===== src/rtl/core_pkg.sv =====
// Shared core types and sizes for the integer datapath.
package core_pkg;

    localparam int XLEN       = 32;
    localparam int NUM_REGS   = 32;
    localparam int REG_ADDR_W = $clog2(NUM_REGS);

    typedef logic [XLEN-1:0]       word_t;
    typedef logic [REG_ADDR_W-1:0] reg_idx_t;

endpackage


===== src/rtl/reg_file_rd_port.sv =====
// One combinational read port: optional write forwarding, x0 and reset forced to zero.
module reg_file_rd_port #(
    parameter int XLEN   = core_pkg::XLEN,
    parameter int ADDR_W = core_pkg::REG_ADDR_W,
    parameter int BYPASS = 0
) (
    input  logic              rst_n,
    input  logic [ADDR_W-1:0] idx,
    input  logic [XLEN-1:0]   rf_data,
    input  logic [ADDR_W-1:0] rd_idx,
    input  logic [XLEN-1:0]   wr_data,
    input  logic              wr_en,
    output logic [XLEN-1:0]   data
);

    always_comb begin
        data = rf_data;
        if (BYPASS != 0 && wr_en && rd_idx == idx) begin
            data = wr_data;
        end
        // x0 and the reset window win over any forwarded value
        if (!rst_n || idx == '0) begin
            data = '0;
        end
    end

endmodule


===== src/rtl/reg_file.sv =====
// RV32I integer register file: x1..x31 storage, two async read ports, one write port.
module reg_file #(
    parameter int XLEN      = core_pkg::XLEN,
    parameter int NUM_REGS  = core_pkg::NUM_REGS,
    parameter int ADDR_W    = core_pkg::REG_ADDR_W,
    parameter int WR_BYPASS = 0
) (
    input  logic              clk_i,
    input  logic              regrst_i,
    input  logic [ADDR_W-1:0] RS1_i,
    input  logic [ADDR_W-1:0] RS2_i,
    input  logic [ADDR_W-1:0] RD_i,
    input  logic [XLEN-1:0]   WR_i,
    input  logic              RWR_EN_i,
    output logic [XLEN-1:0]   R1_o,
    output logic [XLEN-1:0]   R2_o
);

    logic [XLEN-1:0] regs [1:NUM_REGS-1];
    logic [XLEN-1:0] raw1;
    logic [XLEN-1:0] raw2;
    logic            wr_ok;

    assign wr_ok = RWR_EN_i & regrst_i;

    // per-register compare keeps an X index from hitting any entry
    always_ff @(posedge clk_i or negedge regrst_i) begin
        if (!regrst_i) begin
            for (int i = 1; i < NUM_REGS; i++) begin
                regs[i] <= '0;
            end
        end else begin
            for (int i = 1; i < NUM_REGS; i++) begin
                if (RWR_EN_i && RD_i == ADDR_W'(i)) begin
                    regs[i] <= WR_i;
                end
            end
        end
    end

    always_comb begin
        raw1 = '0;
        raw2 = '0;
        for (int i = 1; i < NUM_REGS; i++) begin
            if (RS1_i == ADDR_W'(i)) raw1 = regs[i];
            if (RS2_i == ADDR_W'(i)) raw2 = regs[i];
        end
    end

    reg_file_rd_port #(
        .XLEN   (XLEN),
        .ADDR_W (ADDR_W),
        .BYPASS (WR_BYPASS)
    ) u_rd1 (
        .rst_n   (regrst_i),
        .idx     (RS1_i),
        .rf_data (raw1),
        .rd_idx  (RD_i),
        .wr_data (WR_i),
        .wr_en   (wr_ok),
        .data    (R1_o)
    );

    reg_file_rd_port #(
        .XLEN   (XLEN),
        .ADDR_W (ADDR_W),
        .BYPASS (WR_BYPASS)
    ) u_rd2 (
        .rst_n   (regrst_i),
        .idx     (RS2_i),
        .rf_data (raw2),
        .rd_idx  (RD_i),
        .wr_data (WR_i),
        .wr_en   (wr_ok),
        .data    (R2_o)
    );

endmodule


===== config.mk =====
export PLATFORM = sky130hd
export DESIGN_NAME = reg_file
export DESIGN_NICKNAME = d
export VERILOG_FILES = /design/src/rtl/core_pkg.sv /design/src/rtl/reg_file_rd_port.sv /design/src/rtl/reg_file.sv
export SDC_FILE = /design/constraint.sdc
export NUM_CORES = 2
export LEC_CHECK = 0
export ABC_AREA = 0
export BUFFER_PORTS_ARGS = -buffer_cell sky130_fd_sc_hd__buf_2
export CAP_MARGIN = 20
export CELL_PAD_IN_SITES_DETAIL_PLACEMENT = 0
export CELL_PAD_IN_SITES_GLOBAL_PLACEMENT = 2
export CORE_ASPECT_RATIO = 0.75
export CORE_MARGIN = 1.5
export CORE_UTILIZATION = 43
export CTS_BUF_LIST = sky130_fd_sc_hd__clkbuf_16
export DETAILED_ROUTE_END_ITERATION = 10
export PLACE_DENSITY = 0.88
export SYNTH_ARGS = -nofsm -noshare
export SYNTH_HDL_FRONTEND = slang
export SYNTH_SLANG_ARGS = --single-unit

===== constraint.sdc =====
create_clock -name clk_i -period 2.8 [get_ports clk_i]
set_input_delay 0.28 -clock clk_i [delete_from_list [all_inputs] [get_ports clk_i]]
set_output_delay 0.28 -clock clk_i [all_outputs]
set_load 0.02 [all_outputs]

==> impl_metrics.json <==
{
  "status": "finished, violations left",
  "violations": "negative setup slack",
  "synth_area_sq_um": 52600,
  "synth_flop_cell": "dfrtp_1",
  "slew_headroom_pct": 15.9,
  "drt_iter0_markers": 8453,
  "rows": 110,
  "dp_hpwl_microns": 228000,
  "port-buffer-count": 113,
  "antenna_left": 0,
  "synth_largest_area_cell": "dfrtp_1",
  "fin_crit_sh_pct": 114,
  "synth_cells": 4681,
  "grt_pass1_vias": 51100,
  "vias_per_cell": 7.11,
  "crit_start": "regs[824]$_DFFE_PN0P_",
  "crit_chain": "a222oi_1 > and3_1 > a21oi_2 > a2111oi_4 > o31ai_2 > buf_4",
  "top_regs": "regs (992)",
  "drt_first_pass_iters": 7,
  "cp.required_ps": 2520,
  "skew_ps": 0,
  "power_frac_seq_pct": 47.0,
  "crit_slowest_cell": "a2111oi_4",
  "power_mw": 43.7,
  "grt_pass1_wl_microns": 422000,
  "placed_cell_area_sq_um": 63500,
  "start_util_pct": 43.6,
  "critical_path_class": "register to output pin",
  "synth-edff-count": 0,
  "setup_violations": 51,
  "netSwitchingPower_mw": 14.3,
  "largest_reg_flops": 992,
  "drc": 0,
  "gr-total-overflow": 0,
  "numCtsBuffers": 106,
  "wl_microns": 312000,
  "startpoint_type": "register",
  "final_hold_viol_count": 0,
  "max_cap_viol_count": 0,
  "slew_viol_final": 0,
  "cts.sinks": 992,
  "max_freq_ghz": 0.313,
  "cts.root.buffer_cell": "clkbuf_16",
  "final.setup.worst_slack_ps": -398,
  "synth_cell_types": 98,
  "drive_gt1_share_pct": 52.6,
  "synth_top_area_share_pct": 47.2,
  "die_h_microns": 306,
  "cts.path.max_buffers": 3,
  "critPathMaxStageDelay_ps": 750,
  "p_sw_share_pct": 32.8,
  "synth-warning-count": 0,
  "vias": 52600,
  "h-tree-depth": 3,
  "intPower_mw": 29.3,
  "clock_latency_ps": 780,
  "clkTransAtPathRegs_ps": 60,
  "cellLeakagePower_nw": 31.7,
  "rsz0062_at_grt": "yes",
  "top_register": "regs",
  "cts_tree": "done",
  "avgSynthCellArea_sq_um": 11.2,
  "syn2layout_area_growth_pct": 36.9,
  "dieWidth_microns": 407,
  "io_pins": 114,
  "grt_start_max_net_pins": 167,
  "antenna_found_initial": 15,
  "nNetsFinal": 5733,
  "finalCriticalPeriod_ps": 3200,
  "synthTopCellsByArea": "dfrtp_1 47%, mux2_2 21%, a22oi_1 5.3%, a21oi_1 2.0%, a221oi_1 1.9%",
  "p_clk_share_pct": 32.8,
  "worstReg2RegStart": "regs[148]$_DFFE_PN0P_",
  "die-area_sq_um": 125000,
  "place_congestion": 1.07,
  "hp-start": "WR_i[0]",
  "place_ws_ps": -1000,
  "async_flop_share_pct": 100,
  "cp_data_arrival_time_ps": 2920,
  "fill_cells": 10200,
  "end_kind": "output pin",
  "tns_ps": -7810,
  "irDropWorstVdd_mv": 0.532,
  "cp_max_fo": 2,
  "synth_most_common_cell": "mux2_2",
  "yosysSeqAreaShare_pct": 47.2,
  "synth_common_cells": "1004 x mux2_2, 992 x dfrtp_1, 373 x a22oi_1",
  "ys_ff_latch": 992,
  "p_per_area_nw_per_um2": 606,
  "hp-class": "input pin to register",
  "grt_usage_pct": 49.3,
  "core_area_sq_um": 121000,
  "worst_slew_pin_slew_ps": 1260,
  "combinationalPowerShare_pct": 20.2,
  "fin_area_sq_um": 72100,
  "wl_per_cell_microns": 42.2,
  "syn-num-nets": 4731
}
==> metrics by stage <==
step | std cells | util (%) | hold slack (ps)
2_1_floorplan | 4681 | - | -15.6
3_3_place_gp | 7047 | 52.6 | 169
3_5_place_dp | 7048 | 52.6 | 172
4_1_cts | 7353 | 58.4 | 68.6
5_1_grt | 7394 | 59.7 | 134
6_report | 7396 | 59.7 | 114
==> power by group through the flow <==
stage	clock network, mW	logic, mW	registers [mW]
after detailed placement	0	7.46	20.4
after floorplan	0	4.28	18.9
after global routing	15.0	9.11	20.6
after global placement	0	7.29	20.3
final	14.3	8.81	20.5
after CTS	14.3	8.34	20.2
==> cell type report <==
cell class / instances / area [sq um] / area share [%]
Inverter: 10 / 38.8 / 0.0538
Timing Repair Buffer: 1346 / 13000 / 18.0
Antenna cell: 3 / 7.51 / 0.0104
Clock inverter: 87 / 687 / 0.953
Sequential cell: 992 / 24900 / 34.5
Clock buffer: 107 / 2680 / 3.72
Tap cell: 1624 / 2030 / 2.82
Multi-Input combinational cell: 3227 / 28800 / 39.9
==> cells in the final DEF (no fill, tap or decap), types with 21 or more instances in the layout <==
| master | synthesis | final |
|---|---|---|
| nand2b_1 | 27 | 21 |
| a21oi_1 | 211 | 158 |
| a221oi_2 | 3 | 57 |
| o22ai_1 | 74 | 60 |
| dfrtp_1 | 992 | 970 |
| o221ai_1 | 37 | 23 |
| nor2_1 | 204 | 158 |
| mux2_2 | 1004 | 1002 |
| and3_1 | 38 | 27 |
| nor2_2 | 22 | 23 |
| a22oi_2 | 0 | 29 |
| a21oi_2 | 1 | 37 |
| nand3_1 | 72 | 60 |
| a22oi_1 | 373 | 344 |
| a222oi_1 | 29 | 29 |
| buf_6 | 5 | 138 |
| nand4_1 | 63 | 63 |
| nand2_1 | 222 | 202 |
| nor2_4 | 12 | 57 |
| a22o_1 | 90 | 83 |
| buf_2 | 189 | 38 |
| inv_1 | 8 | 24 |
| o21ai_1 | 16 | 25 |
| clkinv_1 | 2 | 28 |
| buf_8 | 0 | 21 |
| nor3_1 | 50 | 34 |
| buf_4 | 30 | 970 |
| dfrtp_2 | 0 | 22 |
| mux2i_1 | 25 | 21 |
| buf_12 | 0 | 168 |
| a221oi_1 | 117 | 51 |
| o21ai_0 | 164 | 130 |
| clkbuf_16 | 0 | 109 |
| a31oi_1 | 30 | 21 |
==> per-layer routing <==
metal,routed length (microns),vias up,global-route usage [%]
li1,-,20100,-
met1,116000,26900,63.0
met2,127000,4414,69.6
met3,41000,1229,17.3
met4,27800,12,33.5
met5,70,-,0
==> path summary, 6_finish.rpt <==
kind / endpoint / slack, ps / cells after the start
hold / removal: regs[64]$_DFFE_PN0P_ / 110 / 3
hold reg to reg: regs[692]$_DFFE_PN0P_ / 530 / 1
setup reg to reg: regs[148]$_DFFE_PN0P_ / 1750 / 2
setup / recovery: R1_o[24] / -400 / 6
min in group asynchronous: regs[919]$_DFFE_PN0P_ / 290 / 3
max in group asynchronous: regs[148]$_DFFE_PN0P_ / 600 / 5
==> critical path: cells and delay by family (launching register included) <==
kind | cells | cell delay (ps)
AO/OA/AOI/OAI | 4 | 1290
flip-flops | 1 | 400
AND/OR/NAND/NOR | 1 | 260
buffers and inverters | 1 | 190
==> cell families after synthesis <==
logic type,synth area share (%)
AO/OA/AOI/OAI,18.2
flip-flops,47.2
AND/OR/NAND/NOR,8.37
multiplexers,22.2
buffers and inverters,4.03
==> repair_timing <==
item / in CTS / in global routing
cloned: 4 / 2
setup buffers: 116 / 48
setup endpoints to repair: 64 / 64
hold endpoints to repair: 214 / 0
pin swaps: 239 / 201
resized for setup: 599 / 257
hold buffers: 2 / 0
(Power assumes the default switching activity.)
